### config.mk
export PLATFORM = sky130hd
export DESIGN_NAME = ofs_plat_port_soft_reset_seq_flat
export DESIGN_NICKNAME = d
export VERILOG_FILES = /design/src/rtl/ofs_plat_port_soft_reset_seq_if.sv /design/src/rtl/ofs_plat_port_soft_reset_seq.sv /design/src/flat_wrapper.sv
export SDC_FILE = /design/constraint.sdc
export NUM_CORES = 1
export LEC_CHECK = 0
export CAP_MARGIN = 10
export CORE_MARGIN = 10
export CORE_UTILIZATION = 30
export CTS_CLUSTER_SIZE = 30
export DETAILED_ROUTE_END_ITERATION = 7
export PLACE_DENSITY = 0.46
export REMOVE_ABC_BUFFERS = 1
export SETUP_SLACK_MARGIN = 0.2
export SLEW_MARGIN = 20
export SYNTH_ARGS = -nofsm -noshare
export SYNTH_HDL_FRONTEND = slang
export SYNTH_SLANG_ARGS = --single-unit
export TNS_END_PERCENT = 30
### constraint.sdc
create_clock -name pClk -period 3.37 [get_ports pClk]
set_input_delay 0.337 -clock pClk [delete_from_list [all_inputs] [get_ports pClk]]
set_output_delay 0.337 -clock pClk [all_outputs]
set_load 0.01 [all_outputs]
### src/rtl/ofs_plat_port_soft_reset_seq_if.sv
// Request/status bundle between port reset sources and the soft reset sequencer.
// master: request side; slave: sequencer.
`ifndef OFS_PLAT_PARAM_HOST_CHAN_NUM_PORTS
`define OFS_PLAT_PARAM_HOST_CHAN_NUM_PORTS 1
`endif

interface ofs_plat_port_soft_reset_seq_if #(
    parameter int NUM_PORTS = `OFS_PLAT_PARAM_HOST_CHAN_NUM_PORTS
);
    logic [NUM_PORTS-1:0] port_rst_req;
    logic [NUM_PORTS-1:0] port_idle;
    logic [NUM_PORTS-1:0] pClk_reset_n;
    logic [NUM_PORTS-1:0] port_in_reset;
    logic [NUM_PORTS-1:0] drain_timeout;

    modport master (
        output port_rst_req,
        output port_idle,
        input  pClk_reset_n,
        input  port_in_reset,
        input  drain_timeout
    );

    modport slave (
        input  port_rst_req,
        input  port_idle,
        output pClk_reset_n,
        output port_in_reset,
        output drain_timeout
    );
endinterface

### src/rtl/ofs_plat_port_soft_reset_seq.sv
// Per-port drain-aware soft reset sequencer (RUN -> DRAIN -> ASSERT -> RUN).
// OFS_PLAT_SOFT_RESET_DRAIN_TIMEOUT_EN adds a bounded DRAIN and a sticky timeout flag.
`ifndef OFS_PLAT_PARAM_HOST_CHAN_NUM_PORTS
`define OFS_PLAT_PARAM_HOST_CHAN_NUM_PORTS 1
`endif

module ofs_plat_port_soft_reset_seq #(
    parameter int NUM_PORTS            = `OFS_PLAT_PARAM_HOST_CHAN_NUM_PORTS,
    parameter int MIN_RESET_CYCLES     = 16,
    parameter int DRAIN_TIMEOUT_CYCLES = 4096
) (
    input  logic pClk,
    input  logic pClk_reset,
    ofs_plat_port_soft_reset_seq_if.slave rstIf
);

    localparam int CNT_MAX = (MIN_RESET_CYCLES > DRAIN_TIMEOUT_CYCLES) ?
                             MIN_RESET_CYCLES : DRAIN_TIMEOUT_CYCLES;
    localparam int CW = $clog2(CNT_MAX + 1);

    localparam logic [CW-1:0] CNT_SAT = CW'(MIN_RESET_CYCLES);
    // Exit is taken on the edge that completes the last low cycle
    localparam logic [CW-1:0] MIN_M1  = CW'(MIN_RESET_CYCLES - 1);
`ifdef OFS_PLAT_SOFT_RESET_DRAIN_TIMEOUT_EN
    localparam logic [CW-1:0] DT_M1   = CW'(DRAIN_TIMEOUT_CYCLES - 1);
`endif

    typedef enum logic [1:0] {
        ST_ASSERT = 2'd0,
        ST_RUN    = 2'd1,
        ST_DRAIN  = 2'd2
    } state_e;

    for (genvar p = 0; p < NUM_PORTS; p++) begin : g_port
        state_e        state;
        logic [CW-1:0] cnt;
        logic          rstN;
        logic          inRst;
        logic          req;
        logic          idle;

`ifdef SYNTHESIS
        assign req  = rstIf.port_rst_req[p];
        assign idle = rstIf.port_idle[p];
`else
        // Unknown request forces reset; unknown idle never releases DRAIN
        assign req  = (rstIf.port_rst_req[p] !== 1'b0);
        assign idle = (rstIf.port_idle[p] === 1'b1);
`endif

`ifdef OFS_PLAT_SOFT_RESET_DRAIN_TIMEOUT_EN
        logic tmo;
`endif

        always_ff @(posedge pClk) begin
            if (pClk_reset) begin
                state <= ST_ASSERT;
                cnt   <= '0;
                rstN  <= 1'b0;
                inRst <= 1'b1;
`ifdef OFS_PLAT_SOFT_RESET_DRAIN_TIMEOUT_EN
                tmo   <= 1'b0;
`endif
            end else begin
                unique case (state)
                    ST_ASSERT: begin
                        if (cnt != CNT_SAT)
                            cnt <= cnt + CW'(1);
                        if (cnt >= MIN_M1 && !req) begin
                            state <= ST_RUN;
                            rstN  <= 1'b1;
                            inRst <= 1'b0;
                        end
                    end
                    ST_RUN: begin
                        if (req) begin
                            state <= ST_DRAIN;
                            cnt   <= '0;
                            inRst <= 1'b1;
                        end
                    end
                    ST_DRAIN: begin
                        if (idle) begin
                            state <= ST_ASSERT;
                            cnt   <= '0;
                            rstN  <= 1'b0;
                        end
`ifdef OFS_PLAT_SOFT_RESET_DRAIN_TIMEOUT_EN
                        else if (cnt == DT_M1) begin
                            state <= ST_ASSERT;
                            cnt   <= '0;
                            rstN  <= 1'b0;
                            tmo   <= 1'b1;
                        end else begin
                            cnt <= cnt + CW'(1);
                        end
`endif
                    end
                    default: begin
                        state <= ST_ASSERT;
                        cnt   <= '0;
                        rstN  <= 1'b0;
                        inRst <= 1'b1;
                    end
                endcase
            end
        end

        assign rstIf.pClk_reset_n[p]  = rstN;
        assign rstIf.port_in_reset[p] = inRst;
`ifdef OFS_PLAT_SOFT_RESET_DRAIN_TIMEOUT_EN
        assign rstIf.drain_timeout[p] = tmo;
`else
        assign rstIf.drain_timeout[p] = 1'b0;
`endif
    end

endmodule

### src/flat_wrapper.sv
// flat-port wrapper written by rule: the top's interface ports become plain ports
module ofs_plat_port_soft_reset_seq_flat 
#(
    parameter int NUM_PORTS            = `OFS_PLAT_PARAM_HOST_CHAN_NUM_PORTS,
    parameter int MIN_RESET_CYCLES     = 16,
    parameter int DRAIN_TIMEOUT_CYCLES = 4096
)
  (pClk, pClk_reset, rstIf_port_rst_req, rstIf_port_idle, rstIf_pClk_reset_n, rstIf_port_in_reset, rstIf_drain_timeout);
  ofs_plat_port_soft_reset_seq_if #(.NUM_PORTS(NUM_PORTS)) rstIf_i ();
  input  logic pClk;
  input  logic pClk_reset;
  input wire logic [$bits(rstIf_i.port_rst_req)-1:0] rstIf_port_rst_req;
  input wire logic [$bits(rstIf_i.port_idle)-1:0] rstIf_port_idle;
  output wire logic [$bits(rstIf_i.pClk_reset_n)-1:0] rstIf_pClk_reset_n;
  output wire logic [$bits(rstIf_i.port_in_reset)-1:0] rstIf_port_in_reset;
  output wire logic [$bits(rstIf_i.drain_timeout)-1:0] rstIf_drain_timeout;
  assign rstIf_i.port_rst_req = rstIf_port_rst_req;
  assign rstIf_i.port_idle = rstIf_port_idle;
  assign rstIf_pClk_reset_n = rstIf_i.pClk_reset_n;
  assign rstIf_port_in_reset = rstIf_i.port_in_reset;
  assign rstIf_drain_timeout = rstIf_i.drain_timeout;
  ofs_plat_port_soft_reset_seq #(.NUM_PORTS(NUM_PORTS), .MIN_RESET_CYCLES(MIN_RESET_CYCLES), .DRAIN_TIMEOUT_CYCLES(DRAIN_TIMEOUT_CYCLES)) u_core (.pClk(pClk), .pClk_reset(pClk_reset), .rstIf(rstIf_i));
endmodule
==> metrics.txt, run 1 <==
maximum clock path buffer count 2; combinational power share 6.6%; GRT Total Usage 7.395%; routed len/inst roughly 13 microns; flop-to-flop setup slack 1490 ps; Bufs and invs on worst path 0; Synth top area share 37.21%; pin count of the biggest net entering global routing 13; Clock Sinks 17; DRT Pass-1 Iters 4; synthesis-to-finish area growth 8.892%; CP max stage delay 470 ps; internal cell power 260.4 uW; Sequential Power Share 61.1%; sw frac 23.65%; Worst path depth 5; Total Nets Final 116; R2R depth 5; register area share after synthesis a little under two fifths; Commonest cells post-synth 17 x dfxtp_1, 10 x nor2_1, 6 x a21oi_1, 6 x nand2_1; nature of the critical path endpoint flip-flop; H-tree depth 1; Yosys warnings 0; first-pass GRT wire length around 3.2 mm; 1st-iter DRT viols 66; Worst EP arrival between 2000 and 2500 ps; Worst R2R End u_core.g_port[0].cnt[12]$_SDFFE_PP0P_; Horiz. Die Dim 75.22 microns; Main synth FF type dfxtp_1; # port buffers 5; Final GP Congestion a little over 0.7; Max IR drop VDD 0.1110 mV; initial core utilization about a third; Final Hold Vio Count 0; number of routed nets with antenna violations 0; power after layout 341.1 uW; register bit total from synthesis 17; post-synth top area cell dfxtp_1; Die Y-Extent 75.22 microns; non-filler instance count after layout 140; vias in the first global route 677; launch point of the critical path u_core.g_port[0].cnt[0]$_SDFFE_PP0P_; initial antenna violation count 0; pwr dens ~340 nW/um^2; post-CTS setup buffer count 0; clk root buf clkbuf_4; top post-synthesis cells by area dfxtp_1 37%, xnor2_1 4.8%, nor2_1 4.1%; DR vias 770; core area 2829 sq um; ANT cells 0; CP endpoint u_core.g_port[0].cnt[12]$_SDFFE_PP0P_; clk_lat worst skew 290 ps; # IOs 7; fmax between 500 and 600 MHz; cell with the most instances after synthesis dfxtp_1; # setup viols final 0; placed cell count 136; # rows 19; CP Cell Sequence ha_1, nand3_1, or3_4, or4_1, a21oi_1; layout cells sized above 1 6.422%; Via density between 5 and 6; CP top delay family simple AND/OR/NAND/NOR gates; Tcrit/Tclk final 55.66%; synth unique cells 37; CTS buffer count 3; Cells after Synth between 100 and 150; worst setup path category reg2reg; Hold Crit Class reg2reg; final WL 1.847 mm; synthesized area around 910 sq um; maxcap violations 0; slew at the pin closest to its max-slew limit 502.4 ps; hold path cells 2; Hold-fix buffers, CTS 0; setup tns final 0 ps; Worst EP required 3590 ps; outcome completed; Max-slew headroom approximately two thirds; Reg-to-Reg Start u_core.g_port[0].cnt[0]$_SDFFE_PP0P_; DIE AREA roughly 5700 sq um; grt total ovfl 0; Synth async-reset ratio 0%; DP HPWL 1.359 mm; EDFF count, synth 0; CP startpoint kind flip-flop; RSZ-0062 raised after global routing no; # resized after CTS 0; Clock transition at path regs about 100 ps; switching power 80.66 uW; Clk pwr share 32.3%; TritonCTS clock tree done; Tmin final about 1900 ps; final slew viol count 0; # DRC 0; CP Max Fanout 5; clock skew 11.47 ps; synthesized area per cell 8.794 sq um; leakage power 0.3337 nW; critical path's slowest cell or4_1
-- sequential cells by signal, summed over array words and instances (netlist names) --
| signal | count |
|---|---|
| u_core.g_port.cnt | 13 |
| u_core.rstIf.pClk_reset_n | 1 |
| u_core.g_port.state | 2 |
| u_core.rstIf.port_in_reset | 1 |
-- per-stage QoR --
stage | setup slack [ps] | utilization (%) | instance area [sq um] | hold slack, ps
4_1_cts | 1512 | 35.21 | 996.0 | 501.8
5_1_grt | 1386 | 35.21 | 996.0 | 524.3
3_5_place_dp | 1246 | 34.28 | 969.7 | 482.8
3_3_place_gp | 1281 | 34.28 | 969.7 | 474.7
6_report | 1494 | 35.21 | 996.0 | 495.5
2_1_floorplan | 1696 | - | 880.8 | 409.4
-- area by class of cell --
type / count / area, sq um
inverter: 5 / 18.77
tap: 31 / 38.79
clock buffer: 4 / 26.28
fill: 293 / 1833
multi-input combinational: 78 / 521.8
sequential: 17 / 340.3
timing repair buffer: 5 / 50.05
-- tightest hold or removal path, stage by stage, from the launching register on --
cell	delay, ps
dfxtp_1	320
nand3b_1	80
o31ai_1	60
-- metal layers --
layer  global-route usage (%)  share of wire [%]  vias to the layer above
li1                         -                  -                      392
met1                    9.563                 51                      363
met2                    10.38                 43                       11
met3                    2.102                4.0                        4
met4                    4.948                2.4                        0
met5                        0                  0                        -
-- cells by family (layout without fill, tap and decap cells) --
logic type / after synthesis / in the layout / synth area share, %
buf+inv: 9 / 14 / 5.746
flops: 17 / 17 / 37.21
xor+xnor: 6 / 6 / 5.746
mux: 1 / 1 / 1.094
compound gates: 21 / 21 / 15.32
simple gates: 47 / 47 / 31.74
fa+ha+maj: 2 / 2 / 2.736
other cells: 1 / 1 / 0.4100
-- power groups by stage --
stage / Combinational, mW / Sequential [mW] / Clock (mW)
6_report: 0.0225 / 0.208 / 0.110
5_1_grt: 0.0248 / 0.209 / 0.126
4_1_cts: 0.0225 / 0.208 / 0.119
3_5_place_dp: 0.0225 / 0.213 / 0
3_3_place_gp: 0.0222 / 0.213 / 0
2_1_floorplan: 0.0137 / 0.212 / 0
-- worst min-delay path by stage --
stage | end | slack (ps) | startpoint
floorplan | u_core.g_port[0].state[1]$_SDFFE_PP0P_ | 410 | pClk_reset
global placement | u_core.rstIf.pClk_reset_n$_SDFFE_PP0P_ | 470 | u_core.rstIf.pClk_reset_n$_SDFFE_PP0P_
detailed placement | u_core.rstIf.pClk_reset_n$_SDFFE_PP0P_ | 480 | u_core.rstIf.pClk_reset_n$_SDFFE_PP0P_
CTS | u_core.rstIf.pClk_reset_n$_SDFFE_PP0P_ | 500 | u_core.rstIf.pClk_reset_n$_SDFFE_PP0P_
global route | u_core.rstIf.pClk_reset_n$_SDFFE_PP0P_ | 520 | u_core.rstIf.pClk_reset_n$_SDFFE_PP0P_
finish | u_core.rstIf.pClk_reset_n$_SDFFE_PP0P_ | 500 | u_core.rstIf.pClk_reset_n$_SDFFE_PP0P_
-- placed cells by master (no fill, tap or decap) --
cell,synthesis,layout
ha_1,2,2
nor4b_1,2,2
nand2b_1,2,2
conb_1,1,1
mux2i_1,1,1
nand3_1,5,5
or2_2,1,1
a31oi_1,1,1
nor2_1,10,10
a22o_1,1,1
clkbuf_4,0,3
nand4_1,4,4
inv_1,5,5
or3_4,1,1
nand3b_1,1,1
a21o_1,2,2
a211o_1,1,1
nor3_1,1,1
a311oi_1,1,1
or4_1,1,1
nor4bb_1,1,1
nor4_1,4,4
nor3b_4,2,2
xnor2_1,5,5
o21ai_0,4,4
a41o_1,1,1
o32a_1,1,1
dfxtp_1,17,17
and4_1,1,1
a211oi_1,1,1
o31ai_1,2,2
or3_1,5,5
a21oi_1,6,6
clkbuf_1,1,1
xor2_1,1,1
clkdlybuf4s50_1,0,5
nand2_1,6,6
(Power assumes the default switching activity.)
==> run 2, diff against run 1 <==
==> constraint.sdc (replaced) <==
create_clock -name pClk -period 1.9 [get_ports pClk]
set_input_delay 0.19 -clock pClk [delete_from_list [all_inputs] [get_ports pClk]]
set_output_delay 0.19 -clock pClk [all_outputs]
set_load 0.01 [all_outputs]
==> run 2 against run 1 <==
Sequential share of layout area fell by 3.7 points. First-iteration DRC count fell by 42%. Clock power up 80%.
==> metrics.txt, run 2 (synthesized netlist as in run 1, its figures left out) <==
Largest register FFs 13; # DRC 0; maxcap violations 0; Worst EP arrival 1930 ps; Tcrit/Tclk final 89.58%; Hold Crit Class reg2reg; layout cells sized above 1 27.50%; area of the multi-input gates between 500 and 600 sq um; initial antenna violation count 0; initial core utilization between 30% and 40%; clk_lat worst skew 290 ps; Metal-1 WL between 1 and 1.5 mm; Hold-fix buffers, CTS 0; number of routed nets with antenna violations 0; GRT Total Usage 7.855%; final WL roughly 2.1 mm; non-filler instance count after layout 151; Horiz. Die Dim 75.22 microns; met3 WL 92 microns; 1st-iter DRT viols 38; RSZ-0062 raised after global routing yes; core area 2829 sq um; metal2 WL 944 microns; Max IR drop VDD 0.3708 mV; synthesis-to-finish area growth 24.49%; top flop regs u_core.g_port.cnt x13, u_core.g_port.state x2; # setup viols final 0; worst setup path category reg2reg; # rows 19; Tmin final around 1700 ps; CP Max Fanout 5; final setup slack of the worst path 198.0 ps; grt total ovfl 0; clock skew 5.341 ps; ANT cells 0; final slew viol count 0; Layout fillers just under 300; # port buffers 5; vias in the first global route 760; nature of the critical path endpoint flip-flop; setup tns final 0 ps; pwr dens roughly 550 nW/um^2; DR vias 812; most common cell after layout, fill and taps aside dfxtp_1; most frequent cells in the layout 12 x dfxtp_1, 10 x nor2_1, 10 x buf_4; pre-CTS setup slack 11.28 ps; CP max stage delay 490 ps; DIE AREA 5657 sq um; maximum clock path buffer count 2; slew at the pin closest to its max-slew limit 535.2 ps; Die Y-Extent 75.22 microns; Max-slew headroom 63.99%; Final GP Congestion approximately 0.74; Clock Sinks 17; H-tree depth 1; clk root buf clkbuf_4; Via density between 5 and 6; routed len/inst 13.99 microns; CP Cell Sequence nand3_2, or3_4, or4_4, a21oi_2; fmax 587.5 MHz; Clock transition at path regs 100 ps; outcome completed; DRT Pass-1 Iters 4; # IOs 7; register area between 300 and 400 sq um; Final Hold Vio Count 0; Total Nets Final 127; CTS buffer count 3; DR top layer met4; placed cell count about 140; critical path's slowest cell dfxtp_1; first-pass GRT wire length 3.484 mm; Worst EP required 2130 ps; CP startpoint kind flip-flop; DP HPWL 1.425 mm; largest reg by FF count u_core.g_port.cnt; leakage power 0.3890 nW; pin count of the biggest net entering global routing 11; TritonCTS clock tree done; final core occ 40.25%
==> run 2: cell types whose count changed in the layout (fill, tap and decap cells not counted), moves of 2 or more <==
cell,previous run,this run
inv_4,0,2
ha_1,2,0
dfxtp_1,17,12
inv_1,5,3
dfxtp_2,0,5
buf_4,0,10
==> run 2: final timing paths <==
path | from | end | slack [ps] | depth (start not counted)
max | u_core.g_port[0].cnt[3]$_SDFFE_PP0P_ | u_core.g_port[0].cnt[12]$_SDFFE_PP0P_ | 200 | 4
min reg2reg | u_core.rstIf.pClk_reset_n$_SDFFE_PP0P_ | u_core.rstIf.pClk_reset_n$_SDFFE_PP0P_ | 500 | 2
max reg2reg | u_core.g_port[0].cnt[3]$_SDFFE_PP0P_ | u_core.g_port[0].cnt[12]$_SDFFE_PP0P_ | 200 | 4
min | u_core.rstIf.pClk_reset_n$_SDFFE_PP0P_ | u_core.rstIf.pClk_reset_n$_SDFFE_PP0P_ | 500 | 2
==> run 2: what timing repair did <==
| item | CTS | global route |
|---|---|---|
| gates resized for setup | 8 | 11 |
| pin swaps | 3 | 4 |
| buffers inserted | 3 | 1 |
| endpoints found under the setup margin | 1 | 9 |
==> run 2: routing by layer <==
layer / up-vias / GRT usage [%]
met1: 386 / 9.804
met5: - / 0
met4: 0 / 3.299
li1: 414 / -
met2: 10 / 11.90
met3: 2 / 2.891
==> run 2: metrics by stage <==
step | hold slack [ps] | total power [mW] | cell area [sq um]
floorplan | 262.4 | 0.4002 | 880.8
global placement | 474.6 | 0.4205 | 1022
detailed placement | 477.2 | 0.4203 | 1022
CTS | 502.5 | 0.6324 | 1100
global route | 521.2 | 0.6621 | 1139
finish | 498.6 | 0.6290 | 1139
==> run 2: power by group <==
group	leakage [nW]	switching, mW	internal, mW	total, mW
clock network	0.0150	0.116	0.0817	0.198
registers	0.140	0.00755	0.363	0.371
logic	0.234	0.0307	0.0297	0.0604
total	0.389	0.155	0.474	0.629
==> run 2: layout make-up <==
type	count	area share, %
Clock buffer	4	2.308
Sequential cell	17	30.44
Timing Repair Buffer	16	11.98
Multi-Input combinational cell	78	49.78
Inverter	5	2.088
Tap cell	31	3.407
==> run 2: worst max-delay path: cells and delay by family (launching register included) <==
kind,cells,cell delay (ps)
AO/OA/AOI/OAI,1,130
flip-flops,1,490
AND/OR/NAND/NOR,3,1020
==> run 3, diff against run 2 <==
--- a/config.mk
+++ b/config.mk
@@ -8,7 +8,7 @@
 export CAP_MARGIN = 10
 export CORE_MARGIN = 10
 export CORE_UTILIZATION = 30
-export CTS_CLUSTER_SIZE = 30
+export CTS_CLUSTER_SIZE = 16
 export DETAILED_ROUTE_END_ITERATION = 7
 export PLACE_DENSITY = 0.46
 export REMOVE_ABC_BUFFERS = 1
==> results of run 3 <==
Same layout as run 2: the final DEF is identical, and so are final timing and power.
==> RTL change 1, RTL diff (config.mk and constraints of run 2) <==
Encoding of `state_e`: now one-hot (3 bits for 3 states).
--- a/src/rtl/ofs_plat_port_soft_reset_seq.sv
+++ b/src/rtl/ofs_plat_port_soft_reset_seq.sv
@@ -25,10 +25,10 @@
     localparam logic [CW-1:0] DT_M1   = CW'(DRAIN_TIMEOUT_CYCLES - 1);
 `endif
 
-    typedef enum logic [1:0] {
-        ST_ASSERT = 2'd0,
-        ST_RUN    = 2'd1,
-        ST_DRAIN  = 2'd2
+    typedef enum logic [2:0] {
+        ST_ASSERT = 3'b001,
+        ST_RUN    = 3'b010,
+        ST_DRAIN  = 3'b100
     } state_e;
 
     for (genvar p = 0; p < NUM_PORTS; p++) begin : g_port
Check against the original RTL: no difference found for any inputs over 10 cycles, from zero or initial values and one cycle with pClk_reset high; not proved beyond that.
==> RTL change 1 against run 2 <==
- area after synthesis rose by 12%
- cell count rose by 17%
- via count rose by 15%
- sequential cell count rose by 1
- utilization fell by 3.9 points
- worst setup slack improved by 0.085 ns
- cell area rose by 5.7%
- routed wire length rose by 8.9%
- power rose by 7.1%
- critical path type unchanged
- largest cell class unchanged
==> RTL change 1: results (changes against run 2) <==
[cells_and_area]
top_regs = u_core.g_port.cnt x13, u_core.g_port.state x3  ; was u_core.g_port.cnt x13, u_core.g_port.state x2
drive_gt1_share_pct = 18.5  ; was 27.5%
num_antenna_cells = 0  ; unchanged
fillers = 368  ; was 298
layout.nets = 137  ; was 127

[yosys]
synth_area_leaders = dfxtp_1 (35%), nor4b_4 (4.7%), a21oi_1 (4.4%), xnor2_1 (4.3%), nor2_1 (3.7%)  ; was dfxtp_1 (37%), xnor2_1 (4.8%), nor2_1 (4.1%), nor3b_4 (4.1%), or3_1 (3.4%)
seq_area_frac_synth_pct = 35.3  ; was 37.2%

[global_route]
gr-usage-all-layers_pct = 7.31  ; was 7.86%
grt_max_degree = 12  ; was 11
grt_first_pass_wirelength_mm = 3.75  ; was 3.48 mm
grt_pass1_vias = 835  ; was 760

[placement]
dpl.hpwl_mm = 1.63  ; was 1.42 mm
gp_congestion = 0.767  ; was 0.740
place_ws_ns = 0.0837  ; was 0.0113 ns

[hold_path]
min_path_cells = 1  ; was 2

[power]
leakage_nw = 0.383  ; was 0.389 nW

[cts]
clk_latency_ns = 0.30
clk_path_buf_depth = 2  ; unchanged
cts.reportedPaths.clkPinSlew_ns = 0.11

[run_status]
status = completed  ; unchanged

[route]
routed_via_density = 5.28  ; was 5.38
first_iter_violations = 95  ; was 38
dr.pass1.iters = 5  ; was 4
wl_per_cell_um = 13.1  ; was 14.0 um

[timing]
finClkSkew_ns = 0.000842  ; was 0.00534 ns

[setup_path]
r2r_cells = 5  ; was 4

RTL change 1: cell count changes after synthesis, moves of 2 or more:
cell / before / now
nor4b_4: 0 / 2
buf_4: 1 / 3
and3_1: 0 / 2
o21ai_0: 4 / 7
a31o_1: 0 / 2
nor2b_1: 0 / 2
a21oi_1: 6 / 9
nor3b_4: 2 / 0
a21o_1: 2 / 0
inv_1: 5 / 7
RTL change 1: worst max-delay path, cell delays in order (launching register included):
cell and delay, ns:
dfxtp_2 0.38, ha_1 0.19, nand2_1 0.12, or3_4 0.37, or3_1 0.35, a21oi_1 0.14
RTL change 1: what timing repair did:
item                                    CTS  global route
buffers inserted                          0             1
cloned                                    0             1
hold endpoints to repair                  0             0
pin swaps                                 0             0
gates resized for setup                   1             7
endpoints found under the setup margin    5            14
RTL change 1: cell families (layout without fill, tap and decap cells):
group           after synthesis  after routing  share of synthesized area (%)
simple gates                 54             55                           34.3
compound gates               28             28                           17.0
flops                        18             18                           35.3
buf+inv                      12             21                           6.25
xor+xnor                      5              5                           4.29
fa+ha+maj                     2              2                           2.45
other cells                   1              1                          0.367
RTL change 1: final timing paths:
kind / to / from / slack, ns
worst min-delay path: u_core.rstIf.pClk_reset_n / u_core.rstIf.pClk_reset_n / 0.49
worst max-delay path: u_core.g_port[0].cnt[10] / u_core.g_port[0].cnt[0] / 0.28
worst min register to register: u_core.rstIf.pClk_reset_n / u_core.rstIf.pClk_reset_n / 0.49
worst max register to register: u_core.g_port[0].cnt[10] / u_core.g_port[0].cnt[0] / 0.28
RTL change 1: cell type report:
cell class                 instances  area, um2  area share (%)
clock buffer                       4       36.3            3.01
timing repair buffer              10       87.6            7.28
multi-input combinational         91        629            52.3
sequential                        18        367            30.5
inverter                           7       26.3            2.18
tap                               46       57.6            4.78
RTL change 1: power breakdown:
part | internal, mW | switching (mW)
clock network | 0.117 | 0.128
registers | 0.383 | 0.00666
logic | 0.0177 | 0.0209
RTL change 1: layer usage:
layer	wire length, um	track usage (%)
met5	0	0
met4	63	3.23
met3	87	2.16
met2	936	10.1
met1	1210	10.1
RTL change 1: stage by stage:
step	util (%)	hold slack (ns)	instance area (um2)	power (mW)	cells
6_report	36.4	0.493	1200	0.674	176
5_1_grt	36.4	0.528	1200	0.707	176
4_1_cts	35.0	0.503	1160	0.681	174
3_5_place_dp	33.9	0.469	1120	0.436	170
3_3_place_gp	33.9	0.470	1120	0.436	170
2_1_floorplan	-	0.259	983	0.415	115
==> RTL change 2, RTL diff (flow settings as in run 2) <==
Without the edit above. Build with the macro `OFS_PLAT_SOFT_RESET_DRAIN_TIMEOUT_EN` defined.
--- a/src/rtl/ofs_plat_port_soft_reset_seq.sv
+++ b/src/rtl/ofs_plat_port_soft_reset_seq.sv
@@ -1,5 +1,7 @@
 // Per-port drain-aware soft reset sequencer (RUN -> DRAIN -> ASSERT -> RUN).
 // OFS_PLAT_SOFT_RESET_DRAIN_TIMEOUT_EN adds a bounded DRAIN and a sticky timeout flag.
+`define OFS_PLAT_SOFT_RESET_DRAIN_TIMEOUT_EN
+
 `ifndef OFS_PLAT_PARAM_HOST_CHAN_NUM_PORTS
 `define OFS_PLAT_PARAM_HOST_CHAN_NUM_PORTS 1
 `endif
Behaviour: no difference found for any inputs over 10 cycles, from zero or initial values and one cycle with pClk_reset high; that may be too few to reach the edited logic, so the function may still have changed.
==> RTL change 2 against run 2 <==
- area after synthesis up 7.3%
- fmax rose by 4.1%
- combinational power decreased by 32%
- largest cell class unchanged
- non-clock buffer count decreased by 4
- via count rose by 6.3%
- worst setup slack improved by 0.067 ns
- power up 8.4%
- clock power rose by 27%
- sequential cell count increased by 1
- cell area grew 6.0%
- routed wire length grew 13%
==> RTL change 2: results (changes against run 2) <==
[timing]
fmax_mhz = 612  ; was 588 MHz
finClkSkew_ns = 0.00291  ; was 0.00534 ns
tightest_slew_ns = 0.513  ; was 0.535 ns

[yosys]
muxShareOfSynthArea_pct = 0  ; was 1.09%
netlist_instances = 113  ; was 104
synth_common_cells = dfxtp_1 (18), a211oi_1 (9), nand3_1 (7), a21oi_1 (6), nand2_1 (6)  ; was dfxtp_1 (17), nor2_1 (10), a21oi_1 (6), nand2_1 (6)
synth_cell_types = 38  ; was 37
synth-compound-area-share_pct = 20.7  ; was 15.3%
seq_area_frac_synth_pct = 36.7  ; was 37.2%

[power]
p_sw_share_pct = 24.1  ; was 24.6%
leakage_nw = 0.380  ; was 0.389 nW

[setup_path]
crit_start = u_core.g_port[0].cnt[9]  ; was u_core.g_port[0].cnt[3]
crit_fanout = 4  ; was 5
worst_path_largest_cell_delay_ns = 0.42  ; was 0.49 ns
critical_path_arrival_ns = 1.86  ; was 1.93 ns

[cells_and_area]
post_layout_nonfiller_instances = 166  ; was 151
layout.nets = 129  ; was 127

[route]
drt_wl_total_mm = 2.38  ; was 2.11 mm
via_count = 863  ; was 812
first_iter_violations = 75  ; was 38

[cts]
cts.reportedPaths.clkPinSlew_ns = 0.12  ; was 0.10 ns

[global_route]
gr-usage-all-layers_pct = 7.97  ; was 7.86%
grt_max_degree = 14  ; was 11
use_met1_pct = 10.9  ; was 9.80%
grtUsageMet2_pct = 10.9  ; was 11.9%
grt_first_pass_wirelength_mm = 3.93  ; was 3.48 mm

[run_status]
status = completed  ; unchanged

[placement]
gp_congestion = 0.826  ; was 0.740
dpl.hpwl_mm = 1.74  ; was 1.42 mm
io_buffers = 6  ; was 5

[RTL change 2: cell count changes after synthesis, moves of 3 or more]
cell / before / now
a211oi_1: 1 / 9
xor2_1: 1 / 4
nor2_1: 10 / 5
a221oi_1: 0 / 4
[RTL change 2: timing repair]
item,4_1_cts,5_1_grt
pin swaps,0,2
setup buffers,0,0
gates resized for setup,3,18
setup endpoints to repair,2,11
[RTL change 2: kinds of logic after synthesis]
family,count (synthesis)
DFF,18
AOI/OAI and AO/OA,28
buffers and inverters,11
and+or+nand+nor,46
adders and majority gates,2
xor gates and xnor gates,8
[RTL change 2: metal layers]
layer,routed length (um),vias to the layer above
li1,-,439
met1,1190,406
met2,1050,14
met3,100,4
met4,33,0
met5,0,-
[RTL change 2: power groups by stage]
stage	sequential, mW	clock, mW	combinational, mW
after global routing	0.391	0.276	0.0468
after global placement	0.400	0	0.0397
after floorplan	0.397	0	0.0205
final	0.390	0.252	0.0408
after detailed placement	0.400	0	0.0409
after CTS	0.392	0.258	0.0407
[RTL change 2: through the flow]
step	util, %	total power, mW	hold WS [ns]
finish	38.9	0.682	0.453
global route	38.9	0.714	0.489
CTS	37.0	0.691	0.457
detailed placement	35.7	0.441	0.439
global placement	35.7	0.439	0.434
floorplan	-	0.418	0.256
[RTL change 2: worst min path at each step]
stage / startpoint / to
final: u_core.rstIf.drain_timeout / u_core.rstIf.drain_timeout
after global routing: u_core.rstIf.drain_timeout / u_core.rstIf.drain_timeout
after CTS: u_core.rstIf.drain_timeout / u_core.rstIf.drain_timeout
after detailed placement: u_core.rstIf.drain_timeout / u_core.rstIf.drain_timeout
after global placement: u_core.rstIf.drain_timeout / u_core.rstIf.drain_timeout
after floorplan: pClk_reset / u_core.g_port[0].cnt[12]
[RTL change 2: worst register-to-register path: cells and delay by family, from the launching register on]
kind | cells | cell delay [ns]
AND/OR/NAND/NOR | 3 | 0.91
AO/OA/AOI/OAI | 1 | 0.23
flip-flops | 1 | 0.42
[RTL change 2: area by class of cell]
cell class	count	area, um2
tap	44	55.1
multi-input combinational	84	617
sequential	18	379
clock buffer	4	36.3
inverter	4	15.0
timing repair buffer	12	105
fill	346	1900
